## src/rtl/csel_pkg.sv

```systemverilog
// -----------------------------------------------------------------------------
// csel_pkg
// Shared constants for the pipelined carry-select adder: default geometry and
// an elaboration-time check of the geometry rules. A WIDTH must split into
// whole BLK-bit blocks, and the block count must split into whole stages of
// STAGE_BLKS blocks.
// -----------------------------------------------------------------------------
package csel_pkg;

   localparam int CSEL_WIDTH      = 32;
   localparam int CSEL_BLK        = 4;
   localparam int CSEL_STAGE_BLKS = 2;

   // 1 when the (width, blk, stage_blks) set yields whole blocks and stages.
   function automatic bit csel_cfg_ok(input int width, input int blk, input int stage_blks);
      if (blk < 1 || stage_blks < 1 || width < blk) return 1'b0;
      if ((width % blk) != 0) return 1'b0;
      return ((width / blk) % stage_blks) == 0;
   endfunction

endpackage

```

## src/rtl/csel_adder_pipe_if.sv

```systemverilog
// -----------------------------------------------------------------------------
// csel_adder_pipe_if
// Operand/result handshake bundle for csel_adder_pipe.
//   in_valid/in_ready   : operand transfer (in_a, in_b, in_cin, in_sub)
//   out_valid/out_ready : result transfer (out_sum, out_cout)
//   out_zero/out_ovf    : result flags, present only with CSEL_ADDER_FLAGS_EN
// master = operand source / result sink, slave = the adder.
// -----------------------------------------------------------------------------
interface csel_adder_pipe_if
   import csel_pkg::*;
#(
   parameter int WIDTH = CSEL_WIDTH
);
   logic             in_valid;
   logic             in_ready;
   logic [WIDTH-1:0] in_a;
   logic [WIDTH-1:0] in_b;
   logic             in_cin;
   logic             in_sub;
   logic             out_valid;
   logic             out_ready;
   logic [WIDTH-1:0] out_sum;
   logic             out_cout;
`ifdef CSEL_ADDER_FLAGS_EN
   logic             out_zero;
   logic             out_ovf;

   modport master (output in_valid, in_a, in_b, in_cin, in_sub, out_ready,
                   input  in_ready, out_valid, out_sum, out_cout, out_zero, out_ovf);
   modport slave  (input  in_valid, in_a, in_b, in_cin, in_sub, out_ready,
                   output in_ready, out_valid, out_sum, out_cout, out_zero, out_ovf);
`else
   modport master (output in_valid, in_a, in_b, in_cin, in_sub, out_ready,
                   input  in_ready, out_valid, out_sum, out_cout);
   modport slave  (input  in_valid, in_a, in_b, in_cin, in_sub, out_ready,
                   output in_ready, out_valid, out_sum, out_cout);
`endif
endinterface

```

## src/rtl/csel_block.sv

```systemverilog
// -----------------------------------------------------------------------------
// csel_block
// Purely combinational BLK-bit carry-select block. Two ripple chains run in
// parallel, one assuming carry-in 0 and one assuming 1; the real carry-in then
// picks each sum bit and the carry-out.
//   a, b : operand slices      cin  : incoming carry
//   sum  : selected sum slice  cout : selected carry-out
// -----------------------------------------------------------------------------
module csel_block #(
   parameter int BLK = 4
) (
   input  logic [BLK-1:0] a,
   input  logic [BLK-1:0] b,
   input  logic           cin,
   output logic [BLK-1:0] sum,
   output logic           cout
);

   logic [BLK-1:0] w_s0, w_s1;
   logic [BLK:0]   w_c0, w_c1;

   always_comb begin
      w_s0    = '0;
      w_s1    = '0;
      w_c0    = '0;
      w_c1    = '0;
      w_c1[0] = 1'b1;
      for (int i = 0; i < BLK; i++) begin
         w_s0[i]   = a[i] ^ b[i] ^ w_c0[i];
         w_c0[i+1] = (a[i] & b[i]) | (w_c0[i] & (a[i] ^ b[i]));
         w_s1[i]   = a[i] ^ b[i] ^ w_c1[i];
         w_c1[i+1] = (a[i] & b[i]) | (w_c1[i] & (a[i] ^ b[i]));
      end
   end

   for (genvar i = 0; i < BLK; i++) begin : g_mux
      assign sum[i] = cin ? w_s1[i] : w_s0[i];
   end

   assign cout = cin ? w_c1[BLK] : w_c0[BLK];

endmodule

```

## src/rtl/csel_adder_pipe.sv

```systemverilog
// -----------------------------------------------------------------------------
// csel_adder_pipe
// Pipelined carry-select adder/subtractor. WIDTH bits are cut into BLK-bit
// csel_block slices; each pipeline stage resolves STAGE_BLKS of them, so the
// latency is NUM_BLK/STAGE_BLKS cycles at one result per cycle.
//   clk, rst : clock, synchronous active-high reset
//   ifc      : csel_adder_pipe_if.slave (operand and result handshakes)
// Optional: define CSEL_ADDER_FLAGS_EN to add out_zero / out_ovf.
//
// Every stage register moves only when adv = !out_valid || out_ready, so a
// stalled output freezes the whole chain, bubbles included. in_ready is adv.
// -----------------------------------------------------------------------------
module csel_adder_pipe
   import csel_pkg::*;
#(
   parameter int WIDTH      = CSEL_WIDTH,
   parameter int BLK        = CSEL_BLK,
   parameter int STAGE_BLKS = CSEL_STAGE_BLKS
) (
   input  logic               clk,
   input  logic               rst,
   csel_adder_pipe_if.slave   ifc
);

   localparam int NUM_BLK = WIDTH / BLK;
   localparam int NUM_STG = NUM_BLK / STAGE_BLKS;
   localparam int SW      = STAGE_BLKS * BLK;   // bits resolved per stage
   localparam int LS      = NUM_STG - 1;

   if (!csel_cfg_ok(WIDTH, BLK, STAGE_BLKS)) begin : g_cfg_err
      $error("csel_adder_pipe: WIDTH must be a multiple of BLK and WIDTH/BLK a multiple of STAGE_BLKS");
   end

   logic w_adv;
   assign w_adv = !g_stg[LS].r_v || ifc.out_ready;

   // Stage s consumes operand bits [s*SW +: SW]. Its incoming operands hold
   // only the bits not yet added (RW wide), its outgoing sum holds every bit
   // finished so far, so register widths shrink/grow along the chain.
   for (genvar s = 0; s < NUM_STG; s++) begin : g_stg
      localparam int LO = s * SW;
      localparam int RW = WIDTH - LO;

      logic [RW-1:0]    w_a, w_b;
      logic             w_c, w_v;
      logic [SW-1:0]    w_s;
      logic [LO+SW-1:0] w_nsum;
      logic             r_v, r_c;
      logic [LO+SW-1:0] r_sum;

      if (s == 0) begin : g_in
         // Subtract folds into the add here: invert B, force carry-in.
         assign w_a    = ifc.in_a;
         assign w_b    = ifc.in_sub ? ~ifc.in_b : ifc.in_b;
         assign w_c    = ifc.in_sub | ifc.in_cin;
         assign w_v    = ifc.in_valid;
         assign w_nsum = w_s;
      end else begin : g_mid
         assign w_a    = g_stg[s-1].g_fwd.r_a;
         assign w_b    = g_stg[s-1].g_fwd.r_b;
         assign w_c    = g_stg[s-1].r_c;
         assign w_v    = g_stg[s-1].r_v;
         assign w_nsum = {w_s, g_stg[s-1].r_sum};
      end

      // Carry ripples block to block through the select muxes only.
      for (genvar k = 0; k < STAGE_BLKS; k++) begin : g_blk
         logic w_ci, w_co;
         if (k == 0) begin : g_c0
            assign w_ci = w_c;
         end else begin : g_cn
            assign w_ci = g_blk[k-1].w_co;
         end
         csel_block #(.BLK(BLK)) u_blk (
            .a    (w_a[k*BLK +: BLK]),
            .b    (w_b[k*BLK +: BLK]),
            .cin  (w_ci),
            .sum  (w_s[k*BLK +: BLK]),
            .cout (w_co)
         );
      end

      always_ff @(posedge clk) begin
         if (rst) begin
            r_v   <= 1'b0;
            r_c   <= 1'b0;
            r_sum <= '0;
         end else if (w_adv) begin
            r_v   <= w_v;
            r_c   <= g_blk[STAGE_BLKS-1].w_co;
            r_sum <= w_nsum;
         end
      end

      if (RW > SW) begin : g_fwd
         logic [RW-SW-1:0] r_a, r_b;
         always_ff @(posedge clk) begin
            if (rst) begin
               r_a <= '0;
               r_b <= '0;
            end else if (w_adv) begin
               r_a <= w_a[RW-1:SW];
               r_b <= w_b[RW-1:SW];
            end
         end
      end
   end

   assign ifc.in_ready  = w_adv;
   assign ifc.out_valid = g_stg[LS].r_v;
   assign ifc.out_sum   = g_stg[LS].r_sum;
   assign ifc.out_cout  = g_stg[LS].r_c;

`ifdef CSEL_ADDER_FLAGS_EN
   // The last stage still sees the operand MSBs (B already inverted), which
   // is all the signed overflow test needs.
   logic w_zero, w_ovf, r_zero, r_ovf;
   assign w_zero = ~|g_stg[LS].w_nsum;
   assign w_ovf  = (g_stg[LS].w_a[SW-1] == g_stg[LS].w_b[SW-1]) &&
                   (g_stg[LS].w_nsum[WIDTH-1] != g_stg[LS].w_a[SW-1]);

   always_ff @(posedge clk) begin
      if (rst) begin
         r_zero <= 1'b0;
         r_ovf  <= 1'b0;
      end else if (w_adv) begin
         r_zero <= w_zero;
         r_ovf  <= w_ovf;
      end
   end

   assign ifc.out_zero = r_zero;
   assign ifc.out_ovf  = r_ovf;
`endif

endmodule

```

## src/flat_wrapper.sv

```systemverilog
// flat-port wrapper written by rule: the top's interface ports become plain ports
module csel_adder_pipe_flat import csel_pkg::*;
#(
   parameter int WIDTH      = CSEL_WIDTH,
   parameter int BLK        = CSEL_BLK,
   parameter int STAGE_BLKS = CSEL_STAGE_BLKS
)
  (clk, rst, ifc_in_valid, ifc_in_a, ifc_in_b, ifc_in_cin, ifc_in_sub, ifc_out_ready, ifc_in_ready, ifc_out_valid, ifc_out_sum, ifc_out_cout);
  csel_adder_pipe_if #(.WIDTH(WIDTH)) ifc_i ();
  input  logic clk;
  input  logic rst;
  input wire logic [$bits(ifc_i.in_valid)-1:0] ifc_in_valid;
  input wire logic [$bits(ifc_i.in_a)-1:0] ifc_in_a;
  input wire logic [$bits(ifc_i.in_b)-1:0] ifc_in_b;
  input wire logic [$bits(ifc_i.in_cin)-1:0] ifc_in_cin;
  input wire logic [$bits(ifc_i.in_sub)-1:0] ifc_in_sub;
  input wire logic [$bits(ifc_i.out_ready)-1:0] ifc_out_ready;
  output wire logic [$bits(ifc_i.in_ready)-1:0] ifc_in_ready;
  output wire logic [$bits(ifc_i.out_valid)-1:0] ifc_out_valid;
  output wire logic [$bits(ifc_i.out_sum)-1:0] ifc_out_sum;
  output wire logic [$bits(ifc_i.out_cout)-1:0] ifc_out_cout;
  assign ifc_i.in_valid = ifc_in_valid;
  assign ifc_i.in_a = ifc_in_a;
  assign ifc_i.in_b = ifc_in_b;
  assign ifc_i.in_cin = ifc_in_cin;
  assign ifc_i.in_sub = ifc_in_sub;
  assign ifc_i.out_ready = ifc_out_ready;
  assign ifc_in_ready = ifc_i.in_ready;
  assign ifc_out_valid = ifc_i.out_valid;
  assign ifc_out_sum = ifc_i.out_sum;
  assign ifc_out_cout = ifc_i.out_cout;
  csel_adder_pipe #(.WIDTH(WIDTH), .BLK(BLK), .STAGE_BLKS(STAGE_BLKS)) u_core (.clk(clk), .rst(rst), .ifc(ifc_i));
endmodule
```

## config.mk

```make
export PLATFORM = sky130hd
export DESIGN_NAME = csel_adder_pipe_flat
export DESIGN_NICKNAME = d
export VERILOG_FILES = /design/src/rtl/csel_pkg.sv /design/src/rtl/csel_adder_pipe_if.sv /design/src/rtl/csel_block.sv /design/src/rtl/csel_adder_pipe.sv /design/src/flat_wrapper.sv
export SDC_FILE = /design/constraint.sdc
export NUM_CORES = 1
export LEC_CHECK = 0
export CAP_MARGIN = 20
export CORE_MARGIN = 5
export CORE_UTILIZATION = 58
export DETAILED_ROUTE_END_ITERATION = 7
export PLACE_DENSITY = 0.84
export SLEW_MARGIN = 0
export SYNTH_ARGS = -nofsm -noshare
export SYNTH_HDL_FRONTEND = slang
export SYNTH_SLANG_ARGS = --single-unit
```

## constraint.sdc

```tcl
create_clock -name clk -period 8.75 [get_ports clk]
set_clock_uncertainty 0.05 [all_clocks]
set_input_delay 1.75 -clock clk [delete_from_list [all_inputs] [get_ports clk]]
set_output_delay 1.75 -clock clk [all_outputs]
set_load 0.005 [all_outputs]
```

Yosys cells after proc, flatten, opt, wreduce, memory -nomap -nowiden
Cells that the tools add are included.
- input bits: 70
- logic and storage cells: 287
- flip-flop bits (word level): 184
- bits in read-only memories: 0
- memories: 0
- RAM bits: 0
- latch bits: 0
- output and inout port bits: 35
- shifts and indexed selects: 0
- order comparisons: 0
- equal/unequal tests: 0
- reductions and logical operators: 2
- div/mod/pow operators: 0
- multipliers: 0
- bitwise logic cells: 226
- add/sub/neg operators: 0
- multiplexer cells: 41
- operators by type and width (cell ; count):
    $and 1x1->1 ; 80
    $xor 1x1->1 ; 80
    $or 1x1->1 ; 57
    $mux 1 ; 40
    $mux 32 ; 1
    $not 32->32 ; 1
    $not 1->1 ; 8
    $logic_not 1->1 ; 1
    $logic_or 1x1->1 ; 1

Logic depth before layout (Yosys ltp)
Gate-level depths: netlist of run 1.
- depth in word-level cells: 12
- mapped depth: 19
- depth with buffers taken out: 17

By module
Synthesis of run 1 repeated with hierarchy kept, for this count alone.
- cells, all modules: 962
- area total of the unflattened synthesis: 7858.8 um^2
- by module, submodules not included (module ; area each (um^2) ; instances ; cells an instance ; seq. area each (um^2)):
    csel_adder_pipe ; 6707.7 ; 1 ; 810 ; 3683.5
    csel_block ; 143.9 ; 8 ; 19 ; 0.0

Least setup slack after synthesis of run 1
No wires, ideal clock.
- path type: input to register
- start: in ifc_in_sub
- end: reg u_core.g_stg[0].r_sum[7]
- path buffers: 2
- required time: 8.568 ns
- setup slack: 3.429 ns
- stages on the path: 19
- library setup time: 0.132 ns
- arrival: 5.139 ns
- cells stage by stage: buf_4 > buf_2 > xor2_1 > inv_1 > ha_1 > o21ai_0 > o31ai_1 > fa_1 > fa_1 > inv_1 > fa_1 > mux2i_1 > fa_1 > inv_1 > fa_1 > inv_1 > fa_1 > nand2_1 > a21oi_1
- word-level cells in the longest chain between the ends: 11
- elaborated cells on any way between the ends: 43
- those cells by class: mux: 3; bitwise: 40
- ends and longest elaborated chain (element ; line ; source):
    start, declared ; flat_wrapper.sv:16 ; input wire logic [$bits(ifc_i.in_sub)-1:0] ifc_in_sub;
    $mux 32 ; csel_adder_pipe.sv:54 ; assign w_b = ifc.in_sub ? ~ifc.in_b : ifc.in_b;
    $and 1x1->1 / $xor 1x1->1 (equally long branches) ; csel_block.sv:30, csel_block.sv:32 ;
    $or 1x1->1 ; csel_block.sv:32 ; w_c1[i+1] = (a[i] & b[i]) | (w_c1[i] & (a[i] ^ b[i]));
    $and 1x1->1 ; csel_block.sv:32 ;
    $or 1x1->1 ; csel_block.sv:32 ;
    $and 1x1->1 ; csel_block.sv:32 ;
    $or 1x1->1 ; csel_block.sv:32 ;
    $and 1x1->1 ; csel_block.sv:32 ;
    $or 1x1->1 ; csel_block.sv:32 ;
    $mux 1 ; csel_block.sv:40 ; assign cout = cin ? w_c1[BLK] : w_c0[BLK];
    $mux 1 (*) ; csel_block.sv:37 ; assign sum[i] = cin ? w_s1[i] : w_s0[i];
    named net u_core.g_stg[0].g_blk[1].u_blk.sum[3] ; csel_block.sv:15 ; output logic [BLK-1:0] sum,
    end signal, assigned ; csel_adder_pipe.sv:91 ; r_sum <= w_nsum;
    end, declared ; csel_adder_pipe.sv:49 ; logic [LO+SW-1:0] r_sum;
The timed path passes the listed nets; every way through them passes the cells marked *.
A chain may end at the register's enable or synchronous reset.

Final worst setup path of run 1
- start: in ifc_out_ready
- end: out ifc_in_ready
- word-level cells in the longest chain between the ends: 1
- ends and longest elaborated chain (element ; line ; source):
    start, declared ; flat_wrapper.sv:17 ; input wire logic [$bits(ifc_i.out_ready)-1:0] ifc_out_ready;
    $logic_or 1x1->1 ; csel_adder_pipe.sv:35 ; assign w_adv = !g_stg[LS].r_v || ifc.out_ready;
    end, declared ; flat_wrapper.sv:18 ; output wire logic [$bits(ifc_i.in_ready)-1:0] ifc_in_ready;
No other way between the ends.

==> reports/qor.txt, run 1 <==
status: complete, no violations
postcts setup bufs: 0
most frequent cells in the layout: nand2_1 (283), dfxtp_1 (184), a21oi_1 (145)
Setup-failing EPs final: 0
worst hold start: u_core.ifc.out_sum[23]
sequential share of power: 48.7%
ANT cells: 0
Remaining Overflow, GRT: 0
R2R Setup Slk: 4870 ps
share of cells above drive strength 1: 7.13%
HPWL after DPL: 9520 um
Tcrit/Tclk final: 66.1%
required time worst endpoint: 6950 ps
vias after detailed routing: 5732
design area: 9280 um^2
clock power share: 41.0%
clk sinks: 184
maximum vdd ir drop: 0.000142 V
leading cell type in the layout, fill and taps excluded: nand2_1
FP Rows: 42
final hold vios: 0
RSZ-0062 raised after global routing: false
CTS resizes: 0
# nets final: 1065
Worst-Margin Slew: 913 ps
Max Fclk: 0.173 GHz
Final TNS setup: 0 ps
slew margin rel.: 39.2%
Final min period: 5790 ps
Leak: 3.59 nW
post-synthesis instance area: 7750 um^2
count of buffers from port buffering: 104
hold buffers post-CTS: 0
GRT Overall Usage: 19.8%
Initial Utilization: 58.7%
met3 WL: 947 um
wire length per cell: 13.2 um
CTS max path bufs: 2
drt total wl: 15100 um
Min-Delay Path Class: flip-flop to flip-flop
R2R Path End: u_core.g_stg[2].r_sum[23]
routed wl met2: 7040 um
Setup crit end: ifc_in_ready
Worst path most repeated cell: clkdlybuf4s50_1
Top Ports: 105
DRT Pass-1 Iters: 7
vias per cell: 5.01
crit path from: ifc_out_ready
syn_nets: 1001
Worst Setup End Kind: output pin
delay-heaviest family, CP: buffers and inverters
CTS H-Tree Depth: 4
flops & latches, synth: 184
reg2reg start: u_core.g_stg[1].g_fwd.r_b[0]
crit path kind: primary input to output pin
syn avg cell area: 8.70 um^2
Max stage delay on crit path: 710 ps
Pwr per Cell Area: 205 nW/um^2
CP Cell Sequence: clkdlybuf4s50_1 > nor2b_4 > buf_4 > inv_6 > clkdlybuf4s50_1
Initial DRC Count: 437
DP Area: 8640 um^2
clk_lat worst skew: 430 ps
largest fanout on the critical path: 128
Synth Instances: 891
Logic pwr share: 10.3%
maxcap violations: 0
core area: 13200 um^2
CTS clk-pin slew, worst paths: 60 ps
antenna violations before repair: 0
TritonCTS clock tree: yes
DRC errors left: 0
gpl congestion: 0.772
CP max stage cell: inv_6
Root Buffer: clkbuf_16
antenna-violating nets left: 0
Die Ht: 126 um
CP startpoint kind: primary input
Sw Share: 22.8%
CP bufs+invs: 4
area grow syn2layout: 19.8%
M1 WL: 6920 um
vias in the first global route: 5352
Top Metal Used: met4
die width: 126 um
Distinct cells, synth: 24
first-pass GRT wire length: 25800 um
switching pwr: 0.000435 W
reg2reg path depth: 13
die area: 15800 um^2
largest net degree at the start of global routing: 129
sequential share of the synthesized area: 47.5%
TritonCTS Buffers: 17
Crit path depth: 5
worst path arrival time: 3990 ps
synthesis warning total: 0
Cell Int Power: 0.00147 W
Slew Viols, Final: 0
## worst register-to-register path, cell delays in order (launching register included)
cell      delay [ps]
dfxtp_1          340
ha_1             200
inv_1             50
mux2i_1           80
fa_1             460
fa_1             460
fa_1             490
nor2_1           120
a21oi_1           70
fa_1             450
fa_1             370
inv_1             70
fa_1             410
a211oi_1         200
## routing by layer
layer / up-vias / track usage, %
li1: 2986 / -
met1: 2608 / 27.1
met2: 122 / 30.1
met3: 16 / 5.12
met4: 0 / 7.53
met5: - / 0
## how the worst min path moves through the flow
| stage | end | slack (ps) | cells after the start |
|---|---|---|---|
| 6_report | u_core.ifc.out_sum[23] | 400 | 2 |
| 5_1_grt | u_core.g_stg[1].g_fwd.r_b[9] | 410 | 2 |
| 4_1_cts | u_core.ifc.out_sum[18] | 400 | 2 |
| 3_5_place_dp | u_core.g_stg[2].r_sum[3] | 390 | 2 |
| 3_3_place_gp | u_core.ifc.out_sum[23] | 390 | 2 |
| 2_1_floorplan | u_core.g_stg[0].g_fwd.r_a[1] | 380 | 2 |
## cell type report
cell class	instances	area, um^2
multi-input combinational	604	3520
clock buffer	25	526
sequential	184	3680
inverter	39	151
fill	1029	3910
timing repair buffer	109	1090
clock inverter	7	87.6
tap	176	220
## synth_stat cells, drive strengths merged
| library cell | n | area [um^2] |
|---|---|---|
| o21ai | 2 | 10.0 |
| mux2i | 4 | 40.0 |
| nand2 | 283 | 1060 |
| nor2b | 1 | 13.8 |
| nand3 | 1 | 5.00 |
| fa | 24 | 480 |
| a21oi | 145 | 726 |
| xor2 | 9 | 78.8 |
| clkbuf | 21 | 86.3 |
| dfxtp | 184 | 3680 |
| or3 | 1 | 6.26 |
| ha | 16 | 200 |
| inv | 39 | 149 |
| a211oi | 41 | 453 |
| o31ai | 1 | 7.51 |
| xnor2 | 30 | 263 |
| buf | 43 | 310 |
| nor2 | 46 | 173 |
## logic make-up (layout without fill, tap and decap cells)
group | count (synthesis) | count (layout) | share of synthesized area (%)
buf+inv | 103 | 180 | 7.04
fa+ha+maj | 40 | 40 | 8.79
xor+xnor | 39 | 39 | 4.41
simple gates | 332 | 332 | 16.3
mux | 4 | 4 | 0.517
flops | 184 | 184 | 47.5
compound gates | 189 | 189 | 15.4
## state kept, by name (all words and copies together), names as in the netlist
register	cells
u_core.g_stg.g_fwd.r_a	48
u_core.g_stg.g_fwd.r_b	48
u_core.g_stg.r_sum	48
u_core.ifc.out_sum	32
u_core.g_stg.r_c	3
u_core.g_stg.r_v	3
u_core.ifc.out_cout	1
u_core.ifc.out_valid	1
## power groups by stage
stage          registers [W]  clock network [W]  logic [W]
4_1_cts             0.000927           0.000790   0.000197
3_3_place_gp        0.000943                  0   0.000189
3_5_place_dp        0.000945                  0   0.000194
5_1_grt             0.000933           0.000827   0.000223
6_report            0.000927           0.000780   0.000197
2_1_floorplan       0.000937                  0   0.000126
## stage by stage
stage / util [%] / setup WS (ps) / hold slack [ps] / cells / power, W
CTS: 70.2 / 2920 / 402 / 1143 / 0.00191
global route: 70.4 / 2770 / 413 / 1144 / 0.00198
finish: 70.4 / 2960 / 399 / 1144 / 0.00190
detailed placement: 65.5 / 2720 / 393 / 1111 / 0.00114
floorplan: - / 3430 / 382 / 891 / 0.00106
global placement: 65.5 / 2860 / 388 / 1111 / 0.00113
Power figures use the tool's default switching activity.
==> inputs of run 2 (changes only) <==
--- a/config.mk
+++ b/config.mk
@@ -7,9 +7,9 @@
 export LEC_CHECK = 0
 export CAP_MARGIN = 20
 export CORE_MARGIN = 5
-export CORE_UTILIZATION = 58
+export CORE_UTILIZATION = 55
 export DETAILED_ROUTE_END_ITERATION = 7
-export PLACE_DENSITY = 0.84
+export PLACE_DENSITY = 0.8
 export SLEW_MARGIN = 0
 export SYNTH_ARGS = -nofsm -noshare
 export SYNTH_HDL_FRONTEND = slang
==> constraint.sdc (replaced) <==
create_clock -name clk -period 5.56 [get_ports clk]
set_clock_uncertainty 0.05 [all_clocks]
set_input_delay 1.112 -clock clk [delete_from_list [all_inputs] [get_ports clk]]
set_output_delay 1.112 -clock clk [all_outputs]
set_load 0.005 [all_outputs]
==> run 2 against run 1 <==
  * Sequential share of layout area is 0.16 points higher
  * Combinational power is 55% higher
  * Critical path depth is 13 higher
  * Hold slack better by 0.87 ps
  * Utilization is 3.5 points lower
  * Wire length is 1.7% lower
  * Power is 54% higher
  * Via count is 0.51% higher
  * Count of clock-buffer cells in the layout is 4 lower
  * Sequential cell count stayed put
  * Critical path type is now primary input to flip-flop
==> reports/qor.txt, run 2 (same netlist as run 1, synthesis figures left out) <==
status: complete, no violations
vias after detailed routing: 5761 (+0.51%)
HPWL after DPL: 9560 um (+0.39%)
Tcrit/Tclk final: 82.6%
vias per cell: 5.01 (about the same)
required time worst endpoint: 5770 ps (-1180 ps)
postcts setup bufs: 0 (unchanged)
# fillers: 1155 (+12%)
Worst-Margin Slew: 1090 ps (+175 ps)
share of cells above drive strength 1: 7.12% (-0.0074 points)
hold buffers post-CTS: 0 (unchanged)
Initial Utilization: 56.0% (-2.7 points)
Max Fclk: 0.218 GHz
wire length per cell: 12.9 um (-2.1%)
Setup-failing EPs final: 0 (unchanged)
area grow syn2layout: 19.3%
CTS resizes: 0 (unchanged)
CTS max path bufs: 2 (unchanged)
final hold vios: 0 (unchanged)
Remaining Overflow, GRT: 0 (unchanged)
Die Ht: 129 um (+2.5%)
count of buffers from port buffering: 104 (unchanged)
Max stage delay on crit path: 480 ps (-230 ps)
Leak: 3.57 nW (-0.83%)
DRT Pass-1 Iters: 5 (-2)
largest fanout on the critical path: 2 (-98%)
first-pass GRT wire length: 25100 um (-2.5%)
# nets final: 1066 (+0.094%)
gpl congestion: 0.794 (+2.9%)
CTS H-Tree Depth: 4 (unchanged)
Min-Delay Path Class: flip-flop to flip-flop
Final min period: 4590 ps
Root Buffer: clkbuf_16
GRT Overall Usage: 18.6% (-1.2 points)
maximum vdd ir drop: 0.000230 V (+62%)
crit path kind: primary input to flip-flop
leading cell type in the layout, fill and taps excluded: nand2_1
CP startpoint kind: primary input
antenna violations before repair: 0 (unchanged)
Top Ports: 105 (unchanged)
Final Core Density: 66.9% (-3.5 points)
FP Rows: 43 (+2.4%)
RSZ-0062 raised after global routing: false
Top Registers: u_core.g_stg.g_fwd.r_a (48), u_core.g_stg.g_fwd.r_b (48), u_core.g_stg.r_sum (48)
Power Total: 0.00294 W (+54%)
Initial DRC Count: 464 (+6.2%)
antenna-violating nets left: 0 (unchanged)
CP bufs+invs: 5 (+1)
CP Cell Sequence: clkdlybuf4s50_1 > xor2_1 > inv_1 > ha_1 > o21ai_0 > o31ai_1 > fa_1 > fa_1 > inv_1 > fa_1 > mux2i_1 > fa_1 > inv_1 > fa_1 > inv_1 > fa_1 > nand2_1 > a21oi_1
CP max stage cell: clkdlybuf4s50_1
Final TNS setup: 0 ps (unchanged)
clk sinks: 184 (unchanged)
delay-heaviest family, CP: adder cells
fin cells: 1149 (+0.44%)
worst path arrival time: 4800 ps (+810 ps)
R2R Setup Slk: 1620 ps (-3250 ps)
Slew Viols, Final: 0 (unchanged)
Worst path most repeated cell: fa_1
worst setup slack after layout: 967 ps (-2000 ps)
most frequent cells in the layout: nand2_1 (283), dfxtp_1 (184), a21oi_1 (145)
drt total wl: 14900 um (-1.7%)
slew margin rel.: 27.5% (-12 points)
Worst Setup End Kind: flip-flop
pre-CTS setup slack: 490 ps (-2230 ps)
die area: 16600 um^2 (+5.0%)
TritonCTS clock tree: yes
ANT cells: 0 (unchanged)
maxcap violations: 0 (unchanged)
Pwr per Cell Area: 318 nW/um^2 (+55%)
DP Cell Count: 1117 (+0.54%)
clk_lat worst skew: 420 ps (about the same)
core area: 13800 um^2 (+4.8%)
die width: 129 um (+2.5%)
DRC errors left: 0 (unchanged)
CTS clk-pin slew, worst paths: 70 ps (about the same)
TritonCTS Buffers: 17 (unchanged)
vias in the first global route: 5402 (+0.93%)
largest net degree at the start of global routing: 144 (+12%)
run 2: worst min-delay path, cell delays in order (launching register included):
cell and delay [ps]:
dfxtp_1 310, nand2_1 50, a21oi_1 50
run 2: final timing paths:
check | startpoint | to | cells after the start
setup / recovery | ifc_in_b[0] | u_core.g_stg[0].r_sum[7] | 18
hold / removal | u_core.ifc.out_sum[4] | u_core.ifc.out_sum[4] | 2
setup reg to reg | u_core.g_stg[1].g_fwd.r_b[0] | u_core.g_stg[2].r_sum[23] | 13
hold reg to reg | u_core.ifc.out_sum[4] | u_core.ifc.out_sum[4] | 2
run 2: power breakdown:
group | switching [W] | total, W | leakage (nW) | internal (W)
logic | 0.000146 | 0.000305 | 1.77 | 0.000159
clock network | 0.000493 | 0.00118 | 0.279 | 0.000685
registers | 0.0000488 | 0.00146 | 1.51 | 0.00141
run 2: cell type report:
type | count | area, um^2 | area share (%)
flip-flops and latches | 184 | 3680 | 39.8
multi-input cells | 604 | 3520 | 38.1
repair buffers | 110 | 1080 | 11.7
clock buffers | 21 | 460 | 4.98
well taps | 180 | 225 | 2.44
inverters | 39 | 151 | 1.64
clock inverters | 11 | 124 | 1.34
run 2: routing by layer:
layer | track usage, % | up-vias | routed length, um
li1 | - | 2975 | -
met1 | 26.4 | 2644 | 7240
met2 | 27.4 | 118 | 6550
met3 | 4.65 | 24 | 827
met4 | 6.98 | 0 | 264
met5 | 0 | - | 0
run 2: stage by stage:
step / hold WS (ps) / instance area (um^2)
2_1_floorplan: 382 / 7750
3_3_place_gp: 388 / 8660
3_5_place_dp: 394 / 8660
4_1_cts: 401 / 9250
5_1_grt: 415 / 9250
6_report: 400 / 9250
==> inputs of run 3 (changes only) <==
--- a/config.mk
+++ b/config.mk
@@ -7,9 +7,9 @@
 export LEC_CHECK = 0
 export CAP_MARGIN = 20
 export CORE_MARGIN = 5
-export CORE_UTILIZATION = 55
+export CORE_UTILIZATION = 49
 export DETAILED_ROUTE_END_ITERATION = 7
-export PLACE_DENSITY = 0.8
+export PLACE_DENSITY = 0.75
 export SLEW_MARGIN = 0
 export SYNTH_ARGS = -nofsm -noshare
 export SYNTH_HDL_FRONTEND = slang
==> constraint.sdc (replaced) <==
create_clock -name clk -period 4.1 [get_ports clk]
set_clock_uncertainty 0.05 [all_clocks]
set_input_delay 0.82 -clock clk [delete_from_list [all_inputs] [get_ports clk]]
set_output_delay 0.82 -clock clk [all_outputs]
set_load 0.005 [all_outputs]
==> run 3 against run 2 <==
  * Register-to-register slack got worse by 1400 ps
  * Global-route usage fell by 1.6 points
  * First-iteration DRC count fell by 26%
  * Die area rose by 11%
  * Critical endpoint unchanged
  * Largest power group unchanged
==> reports/qor.txt, run 3 (same netlist as run 1, synthesis figures left out) <==
status: complete, no violations
first-pass GRT wire length: 25200 um (+0.25%)
drt total wl: 15200 um (+2.3%)
clock power share: 40.6% (+0.5 points)
Slew Viols, Final: 0 (unchanged)
maximum vdd ir drop: 0.000341 V (+49%)
worst path arrival time: 4210 ps (-590 ps)
Remaining Overflow, GRT: 0 (unchanged)
RSZ-0062 raised after global routing: false
TritonCTS Buffers: 17 (unchanged)
core area: 15700 um^2 (+14%)
DRC errors left: 0 (unchanged)
CTS clk-pin slew, worst paths: 70 ps (about the same)
reg2reg path depth: 13 (unchanged)
Final min period: 3950 ps
Leak: 3.60 nW (+0.96%)
FP Rows: 46 (+7.0%)
Final Core Density: 59.7% (-7.1 points)
largest net degree at the start of global routing: 216 (+50%)
wire length per cell: 12.8 um (-1.3%)
die area: 18400 um^2 (+11%)
Setup-failing EPs final: 0 (unchanged)
maxcap violations: 0 (unchanged)
Top Ports: 105 (unchanged)
CP startpoint kind: primary input
Die Ht: 136 um (+5.5%)
Min-Delay Path Class: flip-flop to flip-flop
Tcrit/Tclk final: 96.3%
share of cells above drive strength 1: 8.00% (+0.88 points)
crit path kind: primary input to flip-flop
vias in the first global route: 5212 (-3.5%)
Hold Path Cell Cnt: 2 (unchanged)
required time worst endpoint: 4360 ps (-1410 ps)
slew margin rel.: 34.7% (+7.2 points)
HPWL after DPL: 9610 um (+0.48%)
DP Area: 8770 um^2 (+1.2%)
ANT cells: 0 (unchanged)
Cell Int Power: 0.00313 W (+39%)
# fillers: 1417 (+23%)
Final TNS setup: 0 ps (unchanged)
antenna violations before repair: 0 (unchanged)
Power Total: 0.00405 W (+38%)
CTS H-Tree Depth: 4 (unchanged)
Initial DRC Count: 345 (-26%)
CTS max path bufs: 2 (unchanged)
Root Buffer: clkbuf_16
count of buffers from port buffering: 104 (unchanged)
multi-input logic area: 3540 um^2 (+0.53%)
GRT Overall Usage: 17.0% (-1.6 points)
area grow syn2layout: 21.2%
vias after detailed routing: 5736 (-0.43%)
final hold vios: 0 (unchanged)
most frequent cells in the layout: nand2_1 (283), dfxtp_1 (184), a21oi_1 (145)
switching pwr: 0.000922 W (+34%)
Initial Utilization: 49.3% (-6.7 points)
gpl congestion: 0.744 (-6.4%)
die width: 136 um (+5.5%)
Logic pwr share: 10.6% (+0.2 points)
vias per cell: 4.82 (-3.9%)
TritonCTS clock tree: yes
Worst-Margin Slew: 980 ps (-108 ps)
antenna-violating nets left: 0 (unchanged)
WHS: 397 ps (-2.51 ps)
sequential share of power: 48.8% (-0.8 points)
DRT Pass-1 Iters: 5 (unchanged)
Register Area: 3680 um^2 (unchanged)
Pwr per Cell Area: 431 nW/um^2 (+36%)
largest fanout on the critical path: 2 (unchanged)
Sw Share: 22.8% (-0.62 points)
Max Fclk: 0.253 GHz
# nets final: 1072 (+0.56%)
Worst Setup End Kind: flip-flop
Top Registers: u_core.g_stg.g_fwd.r_a (48), u_core.g_stg.g_fwd.r_b (48), u_core.g_stg.r_sum (48)
clk_lat worst skew: 430 ps (about the same)
design area: 9390 um^2 (+1.5%)
clk sinks: 184 (unchanged)
leading cell type in the layout, fill and taps excluded: nand2_1
## run 3: path summary, 6_finish.rpt
check                               startpoint                        end  slack (ps)
setup reg to reg  u_core.g_stg[1].g_fwd.r_b[0]  u_core.g_stg[2].r_sum[23]         260
hold / removal          u_core.ifc.out_sum[11]     u_core.ifc.out_sum[11]         400
hold reg to reg         u_core.ifc.out_sum[11]     u_core.ifc.out_sum[11]         400
setup / recovery                   ifc_in_a[0]   u_core.g_stg[0].r_sum[7]         150
## run 3: timing repair
item	in CTS	in global routing
gates resized for setup	7	0
setup endpoints to repair	1	1
setup buffers	1	1
pin swaps	7	3
hold buffers	0	0
## run 3: area by class of cell
| class | instances | share of cell area, % |
|---|---|---|
| Sequential cell | 184 | 39.2 |
| Clock inverter | 7 | 1.25 |
| Tap cell | 216 | 2.88 |
| Inverter | 39 | 1.61 |
| Timing Repair Buffer | 116 | 12.3 |
| Clock buffer | 25 | 5.07 |
| Multi-Input combinational cell | 604 | 37.7 |
## run 3: through the flow
step / cells / setup WS, ps
CTS: 1190 / 69.4
detailed placement: 1157 / -510
global route: 1191 / 1.40
global placement: 1157 / -449
floorplan: 891 / -138
finish: 1191 / 151
## run 3: power groups by stage
| stage | clock, W | sequential [W] | combinational [W] |
|---|---|---|---|
| final | 0.00164 | 0.00198 | 0.000429 |
| after floorplan | 0 | 0.00200 | 0.000272 |
| after detailed placement | 0 | 0.00201 | 0.000423 |
| after global placement | 0 | 0.00201 | 0.000415 |
| after global routing | 0.00175 | 0.00199 | 0.000486 |
| after CTS | 0.00167 | 0.00198 | 0.000433 |
## run 3: worst max-delay path, cell delays in order
cell and delay, ps:
clkdlybuf4s50_1 480, inv_1 50, ha_1 180, o21ai_1 90, o31ai_2 100, fa_2 370
fa_2 390, inv_2 70, fa_2 210, mux2i_2 220, fa_2 210, inv_1 40
fa_1 350, inv_1 80, fa_1 390, nand2_1 70, a21oi_1 70
## run 3: routing by layer
metal	global-route usage, %	vias to the layer above	wire, um	share of wire, %
li1	-	2987	-	-
met1	24.1	2604	7490	49
met2	24.4	122	6500	43
met3	5.76	23	930	6.1
met4	5.66	0	303	2.0
met5	0	-	0	0
